===== src/rtl/pc_fetch_ctrl.sv =====
// Program counter and instruction-fetch control for the LEGv8 datapath.
// Handles the fetch handshake, stall, PC-relative/register branches, halt and fetch counting.
module pc_fetch_ctrl #(
  parameter int unsigned        ADDR_W    = 32,
  parameter int unsigned        STEP      = 4,
  parameter logic [ADDR_W-1:0]  RESET_VEC = '0,
  parameter int unsigned        OFF_W     = 26,
  parameter int unsigned        COUNT_W   = 16
) (
  input  logic               clk,
  input  logic               reset,
  input  logic               stall,
  input  logic               imem_ready,
  output logic               fetch_valid,
  output logic [ADDR_W-1:0]  pc,
  output logic [ADDR_W-1:0]  pc_plus_step,
  input  logic               br_uncond,
  input  logic               br_cond,
  input  logic               cond_zero,
  input  logic [OFF_W-1:0]   br_offset,
  input  logic               br_reg,
  input  logic [ADDR_W-1:0]  br_reg_target,
  input  logic               halt,
  output logic               redirect,
  output logic               align_fault,
  output logic               halted,
  output logic [COUNT_W-1:0] fetch_count
);

  localparam int unsigned       SH        = $clog2(STEP);
  localparam logic [ADDR_W-1:0] STEP_V    = ADDR_W'(STEP);
  localparam logic [ADDR_W-1:0] LOW_MASK  = ADDR_W'(STEP - 1);
  localparam logic [COUNT_W-1:0] COUNT_MAX = '1;

  localparam logic [1:0] S_BOOT  = 2'd0;
  localparam logic [1:0] S_FETCH = 2'd1;
  localparam logic [1:0] S_HALT  = 2'd2;

  logic [1:0]        state, state_nx;
  logic [ADDR_W-1:0] pc_nx;
  logic [ADDR_W-1:0] off_sext;
  logic [ADDR_W-1:0] rel_target;
  logic              redirect_nx;
  logic              fault_nx;
  logic              count_inc;
  logic              accept;
  logic              taken_rel;

  assign fetch_valid  = (state == S_FETCH);
  assign halted       = (state == S_HALT);
  assign pc_plus_step = pc + STEP_V;
  assign accept       = fetch_valid & imem_ready & ~stall;
  assign taken_rel    = br_uncond | (br_cond & cond_zero);

  // Masking with LOW_MASK instead of slicing keeps STEP=1 (SH=0) legal.
  assign off_sext   = ADDR_W'($signed(br_offset));
  assign rel_target = pc + (off_sext << SH);

  always_comb begin
    state_nx    = state;
    pc_nx       = pc;
    redirect_nx = 1'b0;
    fault_nx    = 1'b0;
    count_inc   = 1'b0;
    case (state)
      S_BOOT:  state_nx = S_FETCH;
      S_FETCH: begin
        if (halt) begin
          state_nx = S_HALT;
        end else if (br_reg) begin
          pc_nx       = br_reg_target & ~LOW_MASK;
          redirect_nx = 1'b1;
          fault_nx    = |(br_reg_target & LOW_MASK);
        end else if (taken_rel) begin
          pc_nx       = rel_target;
          redirect_nx = 1'b1;
        end else if (accept) begin
          pc_nx     = pc_plus_step;
          count_inc = 1'b1;
        end
      end
      S_HALT:  state_nx = S_HALT;
      default: state_nx = S_HALT;
    endcase
  end

  always_ff @(posedge clk or negedge reset) begin
    if (!reset) begin
      state       <= S_BOOT;
      pc          <= RESET_VEC;
      redirect    <= 1'b0;
      align_fault <= 1'b0;
      fetch_count <= '0;
    end else begin
      state       <= state_nx;
      pc          <= pc_nx;
      redirect    <= redirect_nx;
      align_fault <= fault_nx;
      if (count_inc && (fetch_count != COUNT_MAX))
        fetch_count <= fetch_count + COUNT_W'(1);
    end
  end

endmodule

===== config.mk =====
export PLATFORM = sky130hd
export DESIGN_NAME = pc_fetch_ctrl
export DESIGN_NICKNAME = d
export VERILOG_FILES = /design/src/rtl/pc_fetch_ctrl.sv
export SDC_FILE = /design/constraint.sdc
export NUM_CORES = 1
export LEC_CHECK = 0
export BUFFER_PORTS_ARGS = -buffer_cell sky130_fd_sc_hd__buf_2
export CORE_AREA = 2 2 98 119
export CTS_BUF_LIST = sky130_fd_sc_hd__clkbuf_8
export CTS_CLUSTER_DIAMETER = 100
export DETAILED_ROUTE_END_ITERATION = 8
export DIE_AREA = 0 0 100 121
export GPL_TIMING_DRIVEN = 0
export PLACE_DENSITY_LB_ADDON = 0.3
export SYNTH_ARGS = -nofsm -noshare
export SYNTH_HDL_FRONTEND = slang
export SYNTH_SLANG_ARGS = --single-unit

===== constraint.sdc =====
create_clock -name clk -period 6.3 [get_ports clk]
set_input_delay 0.63 -clock clk [delete_from_list [all_inputs] [get_ports clk]]
set_output_delay 0.63 -clock clk [all_outputs]
set_load 0.01 [all_outputs]

Word level (Yosys, flattened, before mapping):

Index checks and enable logic that the tools add are counted.

* bits in registers: 52
* bits of input ports: 67
* logic and storage cells: 40

* $add $sub $neg: 3
* eq/ne operators: 4
* muxes and demuxes: 17
* bitwise operators: 6
* reduce and logical (&&, ||, !) cells: 5

Operators with widths (count)
* 32-bit two-way mux: 3
* 32-bit by 3-bit adder with 32-bit output (second input constant): 1
* 32-bit adder: 1
* 16-bit by 1-bit adder with 16-bit output (second input constant): 1
* 16-bit != test (second input constant): 1
* 1-bit two-way mux: 12
* 2-bit one-hot mux with 2 select lines: 1
* 1-bit AND: 3
* 3-bit AND reduction: 1
* 3-bit nonzero test: 1
* 2-bit by 1-bit == test with 1-bit output (second input constant): 1
* 2-bit == test (second input constant): 1
* 2-bit logical NOT: 1
* 2-bit two-way mux: 1
* 2-bit by 1-bit != test with 1-bit output (second input constant): 1
* 1-bit inverter: 2
* 2-bit OR reduction: 1
* 1-bit logical AND: 1
* 1-bit OR: 1

Longest topological paths before layout:

Gate-level depths: netlist of the first run.

* depth after elaboration: 9
* gate-level depth with buffers: 10

Worst setup path after synthesis of the first run:

No wires, ideal clock.

* kind: input-to-reg
* from: input br_offset[6]
* to: register pc[29]
* setup time: 124 ps
* data arrival time: 2802 ps
* setup slack: 3374 ps
* cell stages on the path: 8
* buffers on the path: 0
* cells stage by stage: ha_1 -> a21o_1 -> a311o_1 -> o32ai_1 -> o31ai_1 -> o21ai_0 -> mux2_2 -> a211o_1

* cells in the longest elaborated chain, start to end: 3

Ends and longest elaborated chain
* from (decl): line 20 `input logic [OFF_W-1:0] br_offset,`
* 32-bit adder: line 57 `assign rel_target = pc + (off_sext << SH);`
* 32-bit two-way mux: line 74 `end else if (taken_rel) begin`
* 32-bit two-way mux: line 70 `end else if (br_reg) begin`
* to (signal assigned): line 96 `pc <= pc_nx;`
* to (decl): line 15 `output logic [ADDR_W-1:0] pc,`

No other way between the ends.
A chain may end at the register's enable or synchronous reset.

Worst setup path after layout of the first run:

* from: register pc[3]
* to: output pc_plus_step[24]

* cells in the longest elaborated chain, start to end: 1

Ends and longest elaborated chain
* 32-bit by 3-bit adder with 32-bit output: line 51 `assign pc_plus_step = pc + STEP_V;`
* to (decl): line 16 `output logic [ADDR_W-1:0] pc_plus_step,`

No other way between the ends.

==> run summary, run 1 <==
The run finished with clean final reports. Across every metal layer, demand over resource in global routing totals 26.3%. The ratio of cells with drive above 1 in the final layout is 23.7%. Root buffer selected by CTS: clkbuf_8.

Entering global routing, the biggest net connects 51 pins. The cell count after synthesis came out at 611. The run gives 7 as the count of TritonRoute iterations in the first routing pass. The worst hold path begins at state[1]$_DFFE_PN0P_. The logs give 151 for the boundary pin count and 12100 um2 for the die footprint.

After synthesis, the cell types taking the most area are dfrtp_1 26%, ha_1 8.1%, xnor2_1 6.5%. Counting cells, the worst reg-to-reg path comes to 8. The area added between synthesis and finish came out at 20.9%.

The tree built by TritonCTS fans out to 50 sinks. The core area was 10900 um2. The final clock period utilization by the worst path came out at 54.7%.

The tools report the source of the critical timing path as pc[3]$_DFFE_PN0P_. Buffers added to address setup during post-CTS repair amount to 0. The final setup violation count was 0. For this run, the leading register cell type out of synthesis is dfrtp_1.

After the last flow step, the layout net total stands at 866. By instance count, the leading cell after synthesis is nand2_1. STA puts the critical path data required time at 5670 ps. The number of logic stages on the critical path including buffering was 8; the maximum clock rate was 290 MHz.

In this run the cell area measured after placement is 5720 um2. The detailed router finished its first iteration with 331 violations. The path class of the tightest hold or removal check is flop to flop. Along the worst path, the maximum fanout reaches 8.

In this run the power density over the cells is 362 nW/um2. Ranked by instance count, the synthesized netlist is headed by 68 x nand2_1, 54 x nor2_1, 50 x dfrtp_1. Static power due to leakage: 2.78 nW. The critical path goes through ha_1 -> nand4_1 -> nor4_2 -> and2_0 -> buf_2 -> nand3_1 -> xnor2_1 -> buf_2. The mapped netlist covers 4820 um2. The logs give 0 for the count of pins over their slew limit and 0 for the final hold violation count. The congestion estimate from routability-driven global placement came to 0.999. The clock slew seen by the registers of the worst setup and hold paths was 100 ps; the total power consumption of the routed design was 2.11 mW. On the worst path, the slowest cell contributes a delay of 610 ps.

The run gives 2 as the deepest clock path buffer count. The sequential-to-total area share from yosys stat came out at 26.0%. Gates resized during post-CTS repair numbered 0. HPWL after detailed placement: 12600 um. The number of buffers and inverters on the critical path is 2.

Setup total negative slack on the finished layout was measured at 0 ps. The number of warnings printed during yosys synthesis was 0. The startpoint of the lowest-slack register-to-register path was pc[8]$_DFFE_PN0P_. The first global-routing pass estimated 25100 um of wire.

Dividing the detail-routed wire length by the instance count gives 18.2 um. Number of flops mapped to enable cells by yosys: 0. Setup repair after global routing left no endpoint under its margin. Summed over its instances, the top area cell type makes up 26.0% of the synthesized netlist area. The count of cells along the worst hold path was 1; the worst path arrival time was 2820 ps. At the pin with the least slew margin, the transition time is 1150 ps. Cell with the largest stage delay on the worst path: nor4_2. For this configuration, the core starts out at a cell density of 44.1%. Via count: 5281. The run gives 0 as the initial antenna violation count.

In this run the core area contains 42 standard-cell rows. The logs give 500 ps for the worst hold margin and 16400 um for the overall routed net length. The worst-case IR drop observed on VDD is 180 uV. TritonCTS built the clock tree. The classification of the worst setup path was flop to primary output.

The number of global-route vias before repair was 4951. The remaining antenna violation count after routing is 0. Of all cell types, the one taking the most synthesized area is dfrtp_1.

The count of different cell masters after synthesis came out at 65. In this run the horizontal extent of the chip is 100 um. In this run, CTS created clock tree buffers numbering 5. The number of filler instances in the final layout is 1090, and the final critical path time including I/O delays and setup is 3450 ps. The fraction of the core area covered by cells at the end of the flow was 53.3%. For the DRC violation count after routing, the log shows 0. For the worst-skew pair, the clock arrives at the later sink with an insertion delay of 320 ps. STA classifies the critical path startpoint as a flop. STA classifies the critical path endpoint as a primary output. The quantity of hold-fixing buffers added after cts is 0, and the number of buffers inserted by port buffering is 146. The number of flip-flops and latches in the synthesized netlist was 50. After synthesis, the mean cell area works out to 7.88 um2. After global routing the overflow that remains totals 0. Max-slew headroom at the worst pin: 23.6%. On the critical path the largest part of the delay comes from simple AND/OR/NAND/NOR gates. The finished cells cover 5820 um2. The cell that appears most often on the critical path is buf_2. Using the TritonRoute via totals, the vias-per-cell ratio works out to 5.87. The number of antenna diodes in the final layout is 0. The number of max-capacitance violations reported is 0, and the height of the die is 121 um.

The run gives 2 as the deepest level of the CTS H-tree. Across the routed clock network, the largest skew measured is 14.8 ps. In the synthesized netlist the async set-or-reset flop fraction comes to 100%.
[metrics by stage]
step / std cells / setup WS (ps)
floorplan: 614 / 3370
global placement: 892 / 2820
detailed placement: 892 / 2850
CTS: 900 / 2880
global route: 900 / 2700
finish: 900 / 2850
[registers in the layout, indices dropped and copies added, names as in the netlist]
register     flops
pc              30
align_fault      1
state            2
fetch_count     16
redirect         1
[report_power, final]
| group | internal [mW] | total, mW | leakage [nW] | switching, mW |
|---|---|---|---|---|
| clock network | 0.0827 | 0.213 | 0.0502 | 0.130 |
| registers | 0.400 | 0.568 | 0.637 | 0.169 |
| logic | 0.550 | 1.33 | 2.09 | 0.776 |
[worst register-to-register path: cells and delay by family, from the launching register on]
family / cells / cell delay [ps]
multiplexers: 1 / 380
adder cells (fa/ha/maj): 1 / 420
flip-flops: 1 / 490
AO/OA/AOI/OAI: 6 / 1980
[path summary, 6_finish.rpt]
| kind | to | slack (ps) |
|---|---|---|
| max in group asynchronous | pc[22]$_DFFE_PN0P_ | 5080 |
| setup reg to reg | pc[29]$_DFFE_PN0P_ | 2950 |
| min in group asynchronous | fetch_count[8]$_DFFE_PN0P_ | 510 |
| hold / removal | state[1]$_DFFE_PN0P_ | 500 |
| hold reg to reg | state[1]$_DFFE_PN0P_ | 500 |
| setup / recovery | pc_plus_step[24] | 2850 |
[per-layer routing]
| layer | up-vias | wire length (um) | GRT usage [%] |
|---|---|---|---|
| li1 | 2557 | - | - |
| met1 | 2478 | 7000 | 34.5 |
| met2 | 218 | 8090 | 46.4 |
| met3 | 28 | 965 | 2.71 |
| met4 | 0 | 301 | 6.51 |
| met5 | - | 0 | 0 |
[cell families (layout without fill, tap and decap cells)]
group | Yosys count | in the layout | share of synthesized area [%]
other | 1 | 4 | 0.0778
muxes | 8 | 8 | 1.71
and+or+nand+nor | 234 | 234 | 24.8
adders and majority gates | 32 | 32 | 8.47
DFF | 50 | 50 | 26.0
buffers and inverters | 43 | 197 | 3.84
AOI/OAI and AO/OA | 180 | 180 | 23.6
xor gates and xnor gates | 63 | 63 | 11.6
[cells in the final DEF, fill, tap and decap left out, types with 26 or more instances in the layout]
master	instances
ha_1	31
xnor2_1	36
nand2_1	68
o21ai_0	46
buf_2	151
xor2_1	26
nor2_1	54
a21oi_1	49
dfrtp_1	50
nand3_1	30
[area by class of cell]
| cell class | count | area (um2) | share of cell area (%) |
|---|---|---|---|
| multi-input combinational | 521 | 3390 | 58.3 |
| clock inverter | 3 | 28.8 | 0.494 |
| clock buffer | 5 | 68.8 | 1.18 |
| sequential | 50 | 1250 | 21.5 |
| buffer | 34 | 151 | 2.60 |
| tap | 132 | 165 | 2.84 |
| timing repair buffer | 146 | 731 | 12.6 |
| inverter | 9 | 33.8 | 0.580 |
Note: power is estimated with default switching activity, not from simulation.
==> inputs of run 2 (changes only) <==
Clock period 6.3 ns to 3.3 ns, I/O delays scaled along.
==> run 2 against run 1 <==
  * Clock power grew 90%
  * Largest cell class unchanged
  * Global-route usage about the same
  * Clock-buffer cell count unchanged
  * Worst hold slack got worse by 280 ps
  * Highest routed layer unchanged
  * Critical endpoint is now pc[29]$_DFFE_PN0P_
  * Wire length hardly changed
==> run summary, run 2 (synthesis gave the netlist of run 1 again) <==
The static power due to leakage came out at 2.80 nW (+0.66%). The run gives 5263 (-0.34%) as the via count. The logs give 0 ps (unchanged) for the setup TNS and 48.5 ps (-2800 ps) for the minimum setup slack after placement.

The starting density of the core is 44.1% (unchanged). In this run the critical register-to-register path is captured at pc[29]$_DFFE_PN0P_. The worst path arrival time is 3370 ps (+550 ps). The TritonCTS sink count came out at 50 (unchanged).

The element type at the critical path start was a flop. The run gives 0 (unchanged) as the count of pins over their slew limit. The core area was 10900 um2 (unchanged). The run gives 5 (unchanged) as the number of CTS-inserted buffers. CTS placed an instance of clkbuf_8 at the clock tree root. Maximum vdd drop: 344 uV (+91%). The final setup violation count was 0 (unchanged).

The overall global routing resource usage is 26.4% (+0.048 points), and the number of placed instances, taps included is 892 (unchanged). Final clock period utilization by the worst path: 95.3%. The startpoint identified for the worst register-to-register timing path is pc[8]$_DFFE_PN0P_. The routed length per instance was 18.2 um (about the same); the overall routed net length was 16400 um (about the same). The boundary pin count is 151 (unchanged), and the setup skew after layout is 15.8 ps (+0.995 ps).

The DRC violation count after routing came out at 0 (unchanged). The global-route wire length before repair is 25200 um (+0.20%), and the height of the die is 121 um (unchanged). The floorplan die width works out to 100 um (unchanged).

Setup repair after global routing left no endpoint under its margin. The run finished with clean final reports. The initial DRC count came out at 314 (-5.1%). The most common cell after layout, fill and taps aside is buf_2. Leaving out fill and tap cells, the most frequent cells in the layout are 151 x buf_2, 68 x nand2_1, 54 x nor2_1, 50 x dfrtp_1, 48 x a21oi_1.

The critical path in this run is classified as flop to flop. TritonCTS built the clock tree. The run gives 5 (-2) as the count of TritonRoute iterations in the first routing pass.

The clock slew seen by the registers of the worst setup and hold paths is 110 ps (about the same), and the number of buffers added for setup after CTS is 0 (unchanged). The deepest clock path buffer count came out at 2 (unchanged). The power density over the cells was 690 nW/um2 (+91%). The register with the most flip-flops in the final layout is pc. Compared with the post-synthesis result, the final layout area differs by 21.4%.

Ratio of cells with drive above 1 in the final layout: 24.1% (+0.39 points). The final hold violation count is 0 (unchanged). The worst-case register-to-register setup slack is 160 ps (-2790 ps), and the placer congestion estimate is 0.999 (unchanged).

The number of filler instances in the final layout is 1089 (-0.092%). For the number of standard cells in the layout, taps in and fillers out, the log shows 900 (unchanged). Insertion delay of the later-clocked pin in the worst-skew pair: 320 ps (about the same).

The worst setup path is captured at a flop. Number of max-capacitance violations reported: 0 (unchanged). In the final layout, the registers with the most flip-flops are pc: 30 flops, fetch_count: 16 flops, state: 2 flops. The tools report the endpoint required time on the critical path as 3520 ps (-2150 ps). The quantity of hold-fixing buffers added after cts was 0 (unchanged). The tools report the deepest level of the CTS H-tree as 2 (unchanged). The final critical path time including I/O delays and setup is 3140 ps, and the maximum clock rate is 318 MHz.

The maximum net fanout on the critical path was 6 (-2); the number of global-route vias before repair was 4945 (-0.12%). The flip-flop count of the largest register after layout works out to 30 (unchanged). The worst-case reg-to-reg path depth works out to 8 (unchanged). The tools report the register cell area after layout as 1250 um2 (unchanged). Remaining antenna violation count after routing: 0 (unchanged). Pin count of the biggest net entering global routing: 51 (unchanged). The logs give 3420 um2 (+0.74%) for the total area of multi-input combinational cells and 866 (unchanged) for the number of nets in the finished design. The max-slew headroom at the worst pin is 22.6% (-1.0 points), and the transition at the pin with the smallest max-transition slack is 1160 ps (+15.4 ps). The tools report the overflow left after global routing as 0 (unchanged).

The tools report the total power consumption of the routed design as 4.03 mW (+91%). Routed via count divided by cell count: 5.85 (-0.34%). The initial antenna violation count is 0 (unchanged), and the final critical-path setup slack is 156 ps (-2700 ps).

The path class of the lowest-slack min-delay path is input port to async pin. The run gives 42 (unchanged) as the number of placement rows. The number of buffers inserted by port buffering is 146 (unchanged), and the HPWL after detailed placement is 12600 um (unchanged). The fraction of the core area covered by cells at the end of the flow was 53.5% (+0.23 points). The final antenna diode count came out at 0 (unchanged). For the die footprint, the log shows 12100 um2 (unchanged).
## run 2: worst max-delay path by stage
stage / from / end / cells after the start
2_1_floorplan: pc[8]$_DFFE_PN0P_ / pc[29]$_DFFE_PN0P_ / 8
3_3_place_gp: pc[8]$_DFFE_PN0P_ / pc[29]$_DFFE_PN0P_ / 8
3_5_place_dp: pc[8]$_DFFE_PN0P_ / pc[29]$_DFFE_PN0P_ / 8
4_1_cts: pc[2]$_DFFE_PN0P_ / pc[26]$_DFFE_PN0P_ / 10
5_1_grt: pc[2]$_DFFE_PN0P_ / pc[24]$_DFFE_PN0P_ / 10
6_report: pc[8]$_DFFE_PN0P_ / pc[29]$_DFFE_PN0P_ / 8
## run 2: layout make-up
cell class	count	share of cell area, %
Clock inverter	3	0.492
Clock buffer	5	1.18
Multi-Input combinational cell	521	58.4
Timing Repair Buffer	146	12.5
Buffer	34	2.59
Tap cell	132	2.82
Inverter	9	0.578
Sequential cell	50	21.4
## run 2: layer usage
layer	up-vias	global-route usage (%)	routed length [um]
met5	-	0	0
met4	0	6.25	219
met3	16	2.71	1090
met2	227	46.6	8160
met1	2464	34.5	6890
li1	2556	-	-
## run 2: what timing repair did
item | CTS | global route
setup endpoints to repair | 1 | 4
endpoints found under the hold margin | 0 | 0
pin swaps | 0 | 0
resized for setup | 1 | 3
## run 2: per-stage QoR
step	area [um2]	hold slack, ps
6_report	5850	219
5_1_grt	5850	257
4_1_cts	5830	252
3_5_place_dp	5720	486
3_3_place_gp	5720	471
2_1_floorplan	4830	34.4
## run 2: worst max-delay path, stage by stage (launching register included)
cell	delay, ps
dfrtp_1	480
ha_1	410
a21o_1	250
a311o_1	370
o32ai_2	330
o31ai_1	200
o21ai_0	370
mux2_2	380
a211o_1	260
## run 2: power by group
group          switching (mW)  leakage, nW  internal [mW]  total (mW)
Clock                   0.246       0.0502          0.158       0.404
Sequential              0.322        0.637          0.763        1.08
Combinational            1.49         2.11           1.06        2.54
